## src/rtl/router_pkg.sv

```systemverilog
// Shared definitions for the packet transmit path: default word width,
// header field layout and the fetch-state encoding.
package router_pkg;

  localparam int DATA_W_DEFAULT = 32;

  // Header layout: payload length in the low byte, destination above it.
  localparam int LEN_LSB = 0;
  localparam int LEN_MSB = 7;
  localparam int DST_LSB = 8;
  localparam int DST_MSB = 15;
  localparam int LEN_W   = LEN_MSB - LEN_LSB + 1;

  // HDR: the next fetched word is a header.
  // BODY: payload words are still owed by the current packet.
  typedef enum logic {
    ST_HDR  = 1'b0,
    ST_BODY = 1'b1
  } fetch_state_t;

  // Extract the payload length from the low header bits.
  function automatic logic [LEN_W-1:0] hdr_len(input logic [DST_MSB:0] hdr);
    return hdr[LEN_MSB:LEN_LSB];
  endfunction

endpackage

```

## src/rtl/tx_skid_buf.sv

```systemverilog
// Two-entry registered output buffer for the link side. The head entry
// drives the link directly from registers; the skid entry absorbs one word
// arriving while the head is stalled. Each entry carries sop/eop tags.
module tx_skid_buf
  import router_pkg::*;
#(
  parameter int DATA_W = DATA_W_DEFAULT
) (
  input  logic              clock,
  input  logic              reset,
  input  logic              in_valid,
  input  logic [DATA_W-1:0] in_data,
  input  logic              in_sop,
  input  logic              in_eop,
  output logic [DATA_W-1:0] tx_data,
  output logic              tx_valid,
  output logic              tx_sop,
  output logic              tx_eop,
  input  logic              tx_ready,
  output logic [1:0]        occupancy
);

  logic              head_valid_reg, head_valid_next;
  logic [DATA_W-1:0] head_data_reg,  head_data_next;
  logic              head_sop_reg,   head_sop_next;
  logic              head_eop_reg,   head_eop_next;

  logic              skid_valid_reg, skid_valid_next;
  logic [DATA_W-1:0] skid_data_reg,  skid_data_next;
  logic              skid_sop_reg,   skid_sop_next;
  logic              skid_eop_reg,   skid_eop_next;

  logic              head_free;

  // The head can take a new word when empty or when its word leaves now.
  assign head_free = !head_valid_reg || tx_ready;

  // Advance the two entries: refill head from skid first, then from input.
  always_comb begin
    head_valid_next = head_valid_reg;
    head_data_next  = head_data_reg;
    head_sop_next   = head_sop_reg;
    head_eop_next   = head_eop_reg;
    skid_valid_next = skid_valid_reg;
    skid_data_next  = skid_data_reg;
    skid_sop_next   = skid_sop_reg;
    skid_eop_next   = skid_eop_reg;

    if (head_free) begin
      if (skid_valid_reg) begin
        // Older word sits in skid; it moves to head, input refills skid.
        head_valid_next = 1'b1;
        head_data_next  = skid_data_reg;
        head_sop_next   = skid_sop_reg;
        head_eop_next   = skid_eop_reg;
        skid_valid_next = in_valid;
        if (in_valid) begin
          skid_data_next = in_data;
          skid_sop_next  = in_sop;
          skid_eop_next  = in_eop;
        end
      end else begin
        head_valid_next = in_valid;
        if (in_valid) begin
          head_data_next = in_data;
          head_sop_next  = in_sop;
          head_eop_next  = in_eop;
        end else begin
          // Drop stale tags once the head empties.
          head_sop_next = 1'b0;
          head_eop_next = 1'b0;
        end
      end
    end else if (in_valid) begin
      // Head is stalled; the upstream guarantees skid is free here.
      skid_valid_next = 1'b1;
      skid_data_next  = in_data;
      skid_sop_next   = in_sop;
      skid_eop_next   = in_eop;
    end
  end

  // Entry registers; reset empties both entries and clears the link outputs.
  always_ff @(posedge clock) begin
    if (reset) begin
      head_valid_reg <= 1'b0;
      head_data_reg  <= '0;
      head_sop_reg   <= 1'b0;
      head_eop_reg   <= 1'b0;
      skid_valid_reg <= 1'b0;
      skid_data_reg  <= '0;
      skid_sop_reg   <= 1'b0;
      skid_eop_reg   <= 1'b0;
    end else begin
      head_valid_reg <= head_valid_next;
      head_data_reg  <= head_data_next;
      head_sop_reg   <= head_sop_next;
      head_eop_reg   <= head_eop_next;
      skid_valid_reg <= skid_valid_next;
      skid_data_reg  <= skid_data_next;
      skid_sop_reg   <= skid_sop_next;
      skid_eop_reg   <= skid_eop_next;
    end
  end

  assign tx_valid  = head_valid_reg;
  assign tx_data   = head_data_reg;
  assign tx_sop    = head_sop_reg;
  assign tx_eop    = head_eop_reg;
  assign occupancy = {1'b0, head_valid_reg} + {1'b0, skid_valid_reg};

endmodule

```

## src/rtl/pkt_tx.sv

```systemverilog
// Packet transmitter: pops words from a FIFO, tags each as it arrives
// (sop on headers, eop on the last word of a packet), buffers them in a
// two-entry skid buffer and counts packets whose eop the link accepted.
module pkt_tx
  import router_pkg::*;
#(
  parameter int DATA_W = DATA_W_DEFAULT,
  parameter int CNT_W  = 16
) (
  input  logic              clock,
  input  logic              reset,
  input  logic              enable,
  input  logic              fifo_empty,
  input  logic [DATA_W-1:0] fifo_dout,
  output logic              fifo_pop,
  output logic [DATA_W-1:0] tx_data,
  output logic              tx_valid,
  input  logic              tx_ready,
  output logic              tx_sop,
  output logic              tx_eop,
  output logic              busy,
  output logic [CNT_W-1:0]  pkt_count
);

  fetch_state_t     state_reg, state_next;
  logic [LEN_W-1:0] remaining_reg, remaining_next;
  logic             inflight_reg;
  logic [CNT_W-1:0] pkt_count_reg;

  logic [LEN_W-1:0] arrived_len;
  logic             cap_sop;
  logic             cap_eop;
  logic [1:0]       occupancy;
  logic             word_accepted;
  logic [2:0]       committed;
  logic             room;
  logic             may_fetch;

  // Length field of the word arriving this cycle (meaningful for headers).
  assign arrived_len = hdr_len(fifo_dout[DST_MSB:0]);

  // Classify the arriving word and advance the fetch FSM; the resulting
  // state is also the role of the next word to be popped.
  always_comb begin
    state_next     = state_reg;
    remaining_next = remaining_reg;
    cap_sop        = 1'b0;
    cap_eop        = 1'b0;
    if (inflight_reg) begin
      case (state_reg)
        ST_HDR: begin
          cap_sop = 1'b1;
          if (arrived_len == '0) begin
            cap_eop = 1'b1;
          end else begin
            state_next     = ST_BODY;
            remaining_next = arrived_len;
          end
        end
        ST_BODY: begin
          remaining_next = remaining_reg - LEN_W'(1);
          if (remaining_reg == LEN_W'(1)) begin
            cap_eop    = 1'b1;
            state_next = ST_HDR;
          end
        end
        default: begin
          state_next = ST_HDR;
        end
      endcase
    end
  end

  // Pop control: the buffer plus the word in flight, minus any word leaving
  // this cycle, must leave room for one more. Headers also need enable;
  // payload words are fetched regardless so a started packet completes.
  assign word_accepted = tx_valid && tx_ready;
  assign committed     = {1'b0, occupancy} + {2'b00, inflight_reg}
                         - {2'b00, word_accepted};
  assign room          = committed < 3'd2;
  assign may_fetch     = (state_next == ST_BODY) || enable;
  assign fifo_pop      = !reset && !fifo_empty && room && may_fetch;

  // FSM, in-flight flag and packet counter registers.
  always_ff @(posedge clock) begin
    if (reset) begin
      state_reg     <= ST_HDR;
      remaining_reg <= '0;
      inflight_reg  <= 1'b0;
      pkt_count_reg <= '0;
    end else begin
      state_reg     <= state_next;
      remaining_reg <= remaining_next;
      inflight_reg  <= fifo_pop;
      if (word_accepted && tx_eop) begin
        pkt_count_reg <= pkt_count_reg + CNT_W'(1);
      end
    end
  end

  tx_skid_buf #(
    .DATA_W (DATA_W)
  ) u_skid (
    .clock     (clock),
    .reset     (reset),
    .in_valid  (inflight_reg),
    .in_data   (fifo_dout),
    .in_sop    (cap_sop),
    .in_eop    (cap_eop),
    .tx_data   (tx_data),
    .tx_valid  (tx_valid),
    .tx_sop    (tx_sop),
    .tx_eop    (tx_eop),
    .tx_ready  (tx_ready),
    .occupancy (occupancy)
  );

  assign pkt_count = pkt_count_reg;
  assign busy      = (state_reg == ST_BODY) || (occupancy != 2'd0) || inflight_reg;

endmodule

```

## config.mk

```make
export PLATFORM = sky130hd
export DESIGN_NAME = pkt_tx
export DESIGN_NICKNAME = d
export VERILOG_FILES = /design/src/rtl/router_pkg.sv /design/src/rtl/tx_skid_buf.sv /design/src/rtl/pkt_tx.sv
export SDC_FILE = /design/constraint.sdc
export NUM_CORES = 1
export LEC_CHECK = 0
export ABC_CLOCK_PERIOD_IN_PS = 2650
export BUFFER_PORTS_ARGS = -buffer_cell sky130_fd_sc_hd__buf_2
export CAP_MARGIN = 25
export CORE_UTILIZATION = 58
export DETAILED_ROUTE_END_ITERATION = 10
export PLACE_DENSITY = 0.95
export SLEW_MARGIN = 20
export SYNTH_ARGS = -nofsm -noshare
export SYNTH_HDL_FRONTEND = slang
export SYNTH_SLANG_ARGS = --single-unit
```

## constraint.sdc

```tcl
create_clock -name clock -period 2.65 [get_ports clock]
set_clock_uncertainty 0.05 [all_clocks]
set_input_delay 0.1325 -clock clock [delete_from_list [all_inputs] [get_ports clock]]
set_output_delay 0.1325 -clock clock [all_outputs]
set_load 0.05 [all_outputs]
```

==> results.md, run 1 <==
* Status: completed
* Overall Global Routing Usage at 28.68%
* Synth async-reset ratio at 0%
* Final hold viol count at 0
* CP Launch Point: fifo_dout[3]
* Hold Path Depth at 3
* Critical path's slowest cell: dlygate4sd3_1
* Min-delay src: fifo_dout[6]
* Avg Cell Area, Syn at 8.490 um^2
* IO Pins at 90
* Total grt overflow at 0
* Slew headroom at 50.12%
* Worst path top cell family by delay: buffers and inverters
* Post-synthesis sequential area ratio at 46.29%
* Die Area at 7500 um^2
* Initial antenna violation count at 0
* Critical Path Source Type: input port
* CP Class: input port to output pin
* Die Wd at 86.61 um
* Worst-path clk slew at 0.09 ns
* Chain of cells forming the critical path: dlygate4sd3_1 -> buf_2 -> or3_1 -> or4_4 -> a31oi_2 -> a2111oi_4 -> buf_4
* Sum Neg Setup Slack at 0 ns
* Synth area leader: dfxtp_1
* H-tree lvl count at 3
* Max cap viols at 0
* Die height at 86.61 um
* Drt via density at 5.792
* Prevailing post-synth register cell: dfxtp_1
* WP data arrival at 2.35 ns
* Final instance area at 5224 um^2
* CP bufs+invs at 3
* # Post-CTS Setup Buffers at 0
* CTS sink cnt at 96
* Max Slew Vio Count at 0
* Syn Nets at 532
* Worst path depth at 7
* Fin crit share at 95.42%
* Post-synth EDFFs at 0
* Core area at 6869 um^2
* Clk root buf: clkbuf_8
* Max VDD drop at 0.4419 mV
* Routed len/inst at 15.24 um
* Critical path required time at 2.47 ns
* R2R setup slack at 0.57 ns
* Register bit total from synthesis at 96
* Leakage at 0.001945 uW
* DR iter-0 viols at 288
* Crit Reg-Reg Startpoint: u_skid.skid_valid_reg
* Gate count of the mapped netlist at 489
* Worst min-delay path class: input port to flop
* Largest net degree at the start of global routing at 54
* Final min period at 2.529 ns
* PortBufs at 89
* CP Max Fanout at 4
* Diodes inserted at 0
* CTS tree: built
* Fin nets at 635
* Starting density of the core at 60.44%
* Count of cell types in the netlist at 42
* CP endpoint: fifo_pop
* Top-area cell type share of the netlist area at 46.29%
* Inst Count DP at 650
* Worst Reg2Reg Path Length in Cells at 6
* Reg-to-reg endpoint: u_skid.tx_data[10]
* Drt total wl at 10.55 mm
* Top cells by area, synth: dfxtp_1 46%, mux2i_1 8.2%, nand2_1 6.8%
* GP Congestion at 0.8569
* Util after Layout at 76.05%
* CP max stage delay at 0.55 ns
* Final cell count without fillers at 692
* Hold_ws at 0.009851 ns
* First-pass iteration count of the detailed router at 6
* Global-route wire length before repair at 16.93 mm
* Vias in the first global route at 3,778
* Placed Area at 4711 um^2
* Crit. End Element: output pin
* Area growth syn-to-layout at 25.83%
* Worst-Skew Late Latency at 0.35 ns
* DRC Markers at 0
* Unrepaired setup endpoints after global routing: no
* Most frequent cells in the layout: 95 x dfxtp_1, 88 x buf_2, 75 x nand2_1
* Fmax at 395.5 MHz
* Slew @ Worst Pin at 0.7401 ns
* Most common cell after layout, fill and taps aside: dfxtp_1
* Fraction of final layout cells sized beyond drive strength 1 at 20.64%
* Routed Antenna Nets at 0
* Post-synthesis cell area at 4151 um^2
* DP HPWL at 6.562 mm
* Via total after detailed routing at 4,008
* Cell Rows at 30
* PwrDens at 595.8 nW/um^2
* Clock buffer depth at 2
* CTS Buf Count at 9
* Setup-failing EPs final at 0
* Ys Warns at 0
-- metal layers --
layer / track usage, % / vias up / share of wire (%)
met5: 0 / - / 0
met4: 15.30 / 0 / 3.7
met3: 6.286 / 39 / 4.9
met2: 49.78 / 156 / 52
met1: 33.05 / 1902 / 40
li1: - / 1911 / -
-- final cells by class --
cell class,count,area (um^2)
multi-input cells,348,2100
flip-flops and latches,96,1923
fillers,493,1645
repair buffers,126,805.8
clock buffers,10,127.6
well taps,96,120.1
clock inverters,5,106.4
inverters,11,41.29
-- cells in the mapped netlist, types with 2 or more instances --
cell type and count:
or3_1 4, ha_1 6, buf_1 4, o31ai_1 5, nand2b_1 5, mux2i_1 34, inv_1 11, a311oi_1 2
o21ai_0 3, nor2_1 54, dfxtp_1 96, nor3_1 5, a21o_1 3, nand4_1 5, o21ai_1 8, a211oi_1 34
or4_1 5, xor2_1 4, a31oi_1 2, a21oi_1 50, a2111oi_0 2, nor4_1 2, nand3_1 10, nor2b_1 6
xnor2_1 6, nand2_1 75, or4_4 2, clkbuf_1 29, a211o_1 2, and2_1 2, a21boi_0 2
-- report_power, final --
group          internal (uW)  total (uW)  switching, uW
clock network            624        1120            492
registers               1490        1530           35.3
logic                    152         472            319
-- per-stage QoR --
| step | setup WS (ns) | power, uW |
|---|---|---|
| after floorplan | 0.1356 | 1857 |
| after global placement | 0.4120 | 1968 |
| after detailed placement | 0.3853 | 1984 |
| after CTS | 0.01786 | 3122 |
| after global routing | 0.03226 | 3227 |
| final | 0.1213 | 3113 |
-- how the worst min path moves through the flow --
stage                                    endpoint  slack [ns]
final                     u_skid.skid_data_reg[6]        0.01
after global routing      u_skid.skid_data_reg[6]        0.02
after CTS                 u_skid.skid_data_reg[6]       0.001
after detailed placement             inflight_reg        0.32
after global placement               inflight_reg        0.30
after floorplan                      inflight_reg        0.17
-- timing repair --
action	CTS	global route
endpoints found under the hold margin	27	0
endpoints found under the setup margin	0	1
hold buffers	27	0
resized for setup	0	3
-- cells by family (layout without fill, tap and decap cells) --
| kind of cell | count (synthesis) | in the layout | share of synthesized area, % |
|---|---|---|---|
| and+or+nand+nor | 180 | 180 | 19.41 |
| AOI/OAI and AO/OA | 118 | 118 | 18.08 |
| DFF | 96 | 96 | 46.29 |
| buffers and inverters | 45 | 152 | 4.099 |
| muxes | 34 | 34 | 8.198 |
| xor gates and xnor gates | 10 | 10 | 2.110 |
| adders and majority gates | 6 | 6 | 1.808 |
-- tightest hold or removal path: stages --
cell	delay, ns
buf_2	0.13
nand2_1	0.06
a21oi_1	0.05
Note: power is estimated with default switching activity, not from simulation.
==> inputs of run 2 (changes only) <==
--- a/config.mk
+++ b/config.mk
@@ -10,7 +10,9 @@
 export CAP_MARGIN = 25
 export CORE_UTILIZATION = 58
 export DETAILED_ROUTE_END_ITERATION = 10
+export GPL_TIMING_DRIVEN = 0
 export PLACE_DENSITY = 0.95
+export RECOVER_POWER = 25
 export SLEW_MARGIN = 20
 export SYNTH_ARGS = -nofsm -noshare
 export SYNTH_HDL_FRONTEND = slang
==> run 2 against run 1 <==
The run now ends with DRC, hold timing left. Critical path depth did not move. Design area unchanged. Sequential power about the same. Worst hold slack got worse by 0.017 ns. Clock power fell by 9%. Sequential share of layout area is the same. Setup slack improved by 0.014 ns. Global-route usage rose by 5.1 points. First-iteration DRC count up 55%. Utilization unchanged. Sequential cell count unchanged. Register-to-register slack worse by 0.27 ns.
==> results.md, run 2 (synthesis gave the netlist of run 1 again) <==
* Fmax at 397.6 MHz (+0.54%)
* Max Slew Vio Count at 0 (unchanged)
* Initial antenna violation count at 0 (unchanged)
* Setup-failing EPs final at 0 (unchanged)
* Critical path required time at 2.47 ns (about the same)
* Final min period at 2.515 ns (-0.01354 ns)
* WP data arrival at 2.33 ns (-0.02 ns)
* Max cap viols at 0 (unchanged)
* CTS Buf Count at 9 (unchanged)
* Area growth syn-to-layout at 25.83% (unchanged)
* PwrDens at 578.5 nW/um^2 (-2.9%)
* Die Wd at 86.61 um (unchanged)
* CP bufs+invs at 3 (unchanged)
* IO Pins at 90 (unchanged)
* Routed len/inst at 17.00 um (+12%)
* Sum Neg Setup Slack at 0 ns (unchanged)
* Most frequent cells in the layout: 95 x dfxtp_1, 75 x nand2_1, 65 x clkbuf_1
* Setup Slack @ Placement at 0.3735 ns (-0.01179 ns)
* Max VDD drop at 0.3247 mV (-27%)
* Fraction of final layout cells sized beyond drive strength 1 at 12.34% (-8.3 points)
* H-tree lvl count at 3 (unchanged)
* First-pass iteration count of the detailed router at 11 (+5)
* Pint at 2091 uW (-7.7%)
* Final hold viol count at 1 (+1)
* CTS tree: built
* Cell Rows at 30 (unchanged)
* GP Congestion at 0.8914 (+4.0%)
* Drt total wl at 12.24 mm (+16%)
* Chain of cells forming the critical path: dlygate4sd3_1 -> buf_2 -> or3_1 -> or4_4 -> a31oi_2 -> a2111oi_4 -> buf_6
* R2R setup slack at 0.30 ns (-0.27 ns)
* Starting density of the core at 60.44% (unchanged)
* Via total after detailed routing at 4,308 (+7.5%)
* Sequential share of power at 50.4% (+1.4 points)
* Power share of the combinational group at 15.9% (+0.8 points)
* Routed Antenna Nets at 0 (unchanged)
* Core area at 6869 um^2 (unchanged)
* Crit. End Element: output pin
* Hold_ws at -0.006741 ns (-0.01659 ns)
* Failing checks: DRC, hold timing
* # Post-CTS Setup Buffers at 0 (unchanged)
* Overall Global Routing Usage at 33.81% (+5.1 points)
* Diodes inserted at 0 (unchanged)
* P_sw at 930.9 uW (+10%)
* Worst min-delay path class: input port to flop
* Worst path top cell family by delay: buffers and inverters
* Die height at 86.61 um (unchanged)
* Vias in the first global route at 4,159 (+10%)
* Unrepaired setup endpoints after global routing: no
* CTS sink cnt at 96 (unchanged)
* Clock buffer depth at 2 (unchanged)
* Grt met3 use at 7.619% (+1.3 points)
* DR iter-0 viols at 446 (+55%)
* Clock network power share at 33.7% (-2.1 points)
* Global-route wire length before repair at 19.62 mm (+16%)
* CP Max Fanout at 4 (unchanged)
* PortBufs at 88 (-1.1%)
* Slew headroom at 50.47% (+0.36 points)
* Critical path's slowest cell: dlygate4sd3_1
* Worst-path clk slew at 0.10 ns (about the same)
* Drt via density at 5.983 (+3.3%)
* Critical Path Source Type: input port
* DP HPWL at 7.700 mm (+17%)
* Fin crit share at 94.91% (-0.51 points)
* Met2 capacity usage during global routing at 58.15% (+8.4 points)
* Fin nets at 662 (+4.3%)
* Leakage at 0.001789 uW (-8.0%)
* CP max stage delay at 0.54 ns (about the same)
* CP Class: input port to output pin
* Busiest grt layer: met2
* Most common cell after layout, fill and taps aside: dfxtp_1
* Sw frac at 30.81% (+3.6 points)
* Worst-Skew Late Latency at 0.38 ns (+0.03 ns)
* Fillcell total at 449 (-8.9%)
* Total grt overflow at 0 (unchanged)
* Setup WS post-layout at 0.1348 ns (+0.01354 ns)
* DRC Markers at 1 (+1)
* Clk root buf: clkbuf_8
* Die Area at 7500 um^2 (unchanged)
* Slew @ Worst Pin at 0.7429 ns (+0.002767 ns)
* GR Util met1 at 37.24% (+4.2 points)
* Largest net degree at the start of global routing at 19 (-65%)
* Status: finished, violations left
==> run 2: cell type report <==
type / instances / area, um^2 / area share [%]
multi-input cells: 348 / 2088 / 39.98
flip-flops and latches: 96 / 1923 / 36.81
repair buffers: 119 / 711.9 / 13.63
plain buffers: 34 / 128.9 / 2.467
clock buffers: 9 / 123.9 / 2.371
well taps: 96 / 120.1 / 2.299
clock inverters: 7 / 86.33 / 1.653
inverters: 11 / 41.29 / 0.7904
==> run 2: worst reg2reg max path: cells and delay by family, from the launching register on <==
kind	cells	cell delay, ns
buf+inv	3	1.07
compound gates	2	0.57
flops	1	0.42
simple gates	1	0.17
==> run 2: stage by stage <==
step	utilization (%)	cell area, um^2	hold WS, ns	instances	total power [uW]
global placement	68.87	4731	0.3036	673	1971
finish	76.05	5224	-0.006741	720	3022
detailed placement	68.87	4731	0.3228	673	1987
CTS	76.30	5241	0.005101	719	3010
floorplan	-	4170	0.1656	489	1857
global route	76.05	5224	0.004443	720	3116
==> run 2: power groups by stage <==
stage	logic, uW	registers (uW)	clock network [uW]
global route	509	1530	1080
CTS	473	1520	1020
floorplan	178	1680	0
global placement	422	1550	0
finish	481	1520	1020
detailed placement	435	1550	0
==> run 2: final timing paths <==
check        cells after the start                      from                       end
min reg2reg                      2  u_skid.skid_data_reg[22]  u_skid.skid_data_reg[22]
max reg2reg                      6              inflight_reg  u_skid.skid_data_reg[10]
max                              7              fifo_dout[4]                  fifo_pop
min                              3              fifo_dout[7]   u_skid.skid_data_reg[7]
==> run 2: what timing repair did <==
action                                  in CTS  in global routing
hold buffers                                30                  1
resized for setup                            0                  6
endpoints found under the hold margin       30                  1
endpoints found under the setup margin       0                  3
==> run 2: metal layers <==
layer	vias to the layer above	wire length (um)
met5	-	0
met4	0	643
met2	231	6082
met1	2029	4633
li1	1976	-
met3	72	881
==> inputs of run 3 (changes only) <==
--- a/config.mk
+++ b/config.mk
@@ -5,13 +5,13 @@
 export SDC_FILE = /design/constraint.sdc
 export NUM_CORES = 1
 export LEC_CHECK = 0
-export ABC_CLOCK_PERIOD_IN_PS = 2650
+export ABC_CLOCK_PERIOD_IN_PS = 2100
 export BUFFER_PORTS_ARGS = -buffer_cell sky130_fd_sc_hd__buf_2
 export CAP_MARGIN = 25
-export CORE_UTILIZATION = 58
+export CORE_UTILIZATION = 49
 export DETAILED_ROUTE_END_ITERATION = 10
 export GPL_TIMING_DRIVEN = 0
-export PLACE_DENSITY = 0.95
+export PLACE_DENSITY = 0.87
 export RECOVER_POWER = 25
 export SLEW_MARGIN = 20
 export SYNTH_ARGS = -nofsm -noshare
==> constraint.sdc (replaced) <==
create_clock -name clock -period 2.1 [get_ports clock]
set_clock_uncertainty 0.05 [all_clocks]
set_input_delay 0.105 -clock clock [delete_from_list [all_inputs] [get_ports clock]]
set_output_delay 0.105 -clock clock [all_outputs]
set_load 0.05 [all_outputs]
==> run 3 against run 2 <==
Sequential cell count unchanged. Largest power group unchanged. Design area increased by 3.3%. Utilization down 10 points. Routed wire length down 6.7%. Sequential share of layout area decreased by 1.1 points. Setup slack worse by 0.36 ns. Critical path depth increased by 1. Critical path type is now flop to output pin. Register-to-register slack lost 0.16 ns. The run ends with setup timing left. Clock-buffer cell count did not move. Combinational power up 27%. Non-clock buffer count up 4.
==> results.md, run 3 (synthesis gave the netlist of run 1 again) <==
* Slew @ Worst Pin at 0.7334 ns (-0.009523 ns)
* Most common cell after layout, fill and taps aside: dfxtp_1
* Diodes inserted at 0 (unchanged)
* PwrDens at 755.6 nW/um^2 (+31%)
* Die Area at 8844 um^2 (+18%)
* Drt via density at 5.691 (-4.9%)
* Cell Rows at 33 (+10%)
* Setup WS post-layout at -0.2238 ns (-0.3586 ns)
* Worst-Skew Late Latency at 0.36 ns (-0.02 ns)
* Total grt overflow at 0 (unchanged)
* Starting density of the core at 50.53% (-9.9 points)
* Crit. End Element: output pin
* Max Slew Vio Count at 0 (unchanged)
* Grt met3 use at 3.803% (-3.8 points)
* Die height at 94.05 um (+8.6%)
* CTS Buf Count at 9 (unchanged)
* Fin crit share at 110.7%
* Status: finished, violations left
* Drt total wl at 11.42 mm (-6.7%)
* First-pass iteration count of the detailed router at 5 (-6)
* Final instance area at 5398 um^2 (+3.3%)
* Placed Area at 4746 um^2 (+0.32%)
* Setup Slack @ Placement at -0.1650 ns (-0.5385 ns)
* Worst min-delay path class: input port to flop
* Global-route wire length before repair at 17.27 mm (-12%)
* Final cell count without fillers at 732 (+1.7%)
* Critical Path Source Type: flop
* PortBufs at 88 (unchanged)
* WP data arrival at 2.17 ns (-0.16 ns)
* Critical path required time at 1.95 ns (-0.52 ns)
* Routed Antenna Nets at 0 (unchanged)
* Inst Count DP at 682 (+1.3%)
* Routed len/inst at 15.60 um (-8.2%)
* DR iter-0 viols at 276 (-38%)
* Final min period at 2.324 ns
* Slew headroom at 50.66% (+0.18 points)
* Most frequent cells in the layout: 94 x dfxtp_1, 75 x nand2_1, 60 x clkbuf_1
* Unrepaired setup endpoints after global routing: yes
* IO Pins at 90 (unchanged)
* Initial antenna violation count at 0 (unchanged)
* H-tree lvl count at 3 (unchanged)
* Clock buffer depth at 2 (unchanged)
* Final hold viol count at 0 (-1)
* Clk root buf: clkbuf_8
* CTS sink cnt at 96 (unchanged)
* Die Wd at 94.05 um (+8.6%)
* CP Class: flop to output pin
* Met2 capacity usage during global routing at 41.36% (-17 points)
* Core area at 8217 um^2 (+20%)
* Overall Global Routing Usage at 25.09% (-8.7 points)
* Setup-failing EPs final at 1 (+1)
* Util after Layout at 65.69% (-10 points)
* Via total after detailed routing at 4,166 (-3.3%)
* DP HPWL at 7.514 mm (-2.4%)
* Max VDD drop at 0.5004 mV (+54%)
* GP Congestion at 0.8557 (-4.0%)
* Fraction of final layout cells sized beyond drive strength 1 at 15.15% (+2.8 points)
* GR Util met1 at 31.19% (-6.1 points)
* Area growth syn-to-layout at 30.02%
* Worst-path clk slew at 0.09 ns (about the same)
* CP Max Fanout at 4 (unchanged)
* Vias in the first global route at 3,803 (-8.6%)
* Largest net degree at the start of global routing at 16 (-3)
* DRC Markers at 0 (-1)
* Failing checks: setup timing
* Busiest grt layer: met2
* CTS tree: built
* Fin nets at 666 (+0.60%)
* Fmax at 430.3 MHz
* Max cap viols at 0 (unchanged)
* Leakage at 0.001869 uW (+4.5%)
[run 3: layout make-up]
type | instances | area [um^2]
Fill cell | 646 | 2819
Clock buffer | 9 | 123.9
Sequential cell | 96 | 1927
Timing Repair Buffer | 124 | 754.5
Clock inverter | 6 | 132.6
Multi-Input combinational cell | 348 | 2155
Inverter | 11 | 41.29
Tap cell | 105 | 131.4
Buffer | 33 | 132.6
[run 3: worst max-delay path: stages (launching register included)]
cell and delay, ns:
dfxtp_2 0.37, inv_2 0.07, ha_4 0.27, inv_2 0.04, ha_4 0.17, xnor2_4 0.13, xnor2_2 0.17, a2111oi_4 0.37
buf_6 0.21
[run 3: path summary, 6_finish.rpt]
path	from	end	slack, ns	cells after the start
max	u_skid.skid_valid_reg	fifo_pop	-0.22	8
min reg2reg	u_skid.skid_data_reg[30]	u_skid.skid_data_reg[30]	0.41	2
min	enable	inflight_reg	0.04	3
max reg2reg	inflight_reg	u_skid.skid_data_reg[10]	0.14	6
[run 3: per-layer routing]
layer / part of all wire, % / wire [um]
met1: 43 / 4867
met5: 0 / 0
met3: 5.8 / 667
met2: 48 / 5538
met4: 3.0 / 348
[run 3: what timing repair did]
item	in CTS	in global routing
hold buffers	33	0
gates cloned	0	0
pin swaps	1	4
gates resized for setup	5	22
buffers inserted	0	3
endpoints found under the hold margin	33	0
setup endpoints to repair	35	58
[run 3: metrics by stage]
step / hold slack [ns] / setup TNS [ns] / power [uW]
5_1_grt: 0.06139 / -0.3165 / 4217
2_1_floorplan: 0.1381 / 0 / 2343
6_report: 0.04405 / -0.2238 / 4078
3_5_place_dp: 0.2780 / -4.310 / 2509
4_1_cts: 0.04305 / -0.1633 / 4072
3_3_place_gp: 0.2773 / -3.525 / 2491
[run 3: where the power goes]
group	total, uW	internal (uW)	switching (uW)
Combinational	611	193	418
Sequential	1920	1880	42.1
Clock	1540	903	642
Total	4080	2980	1100
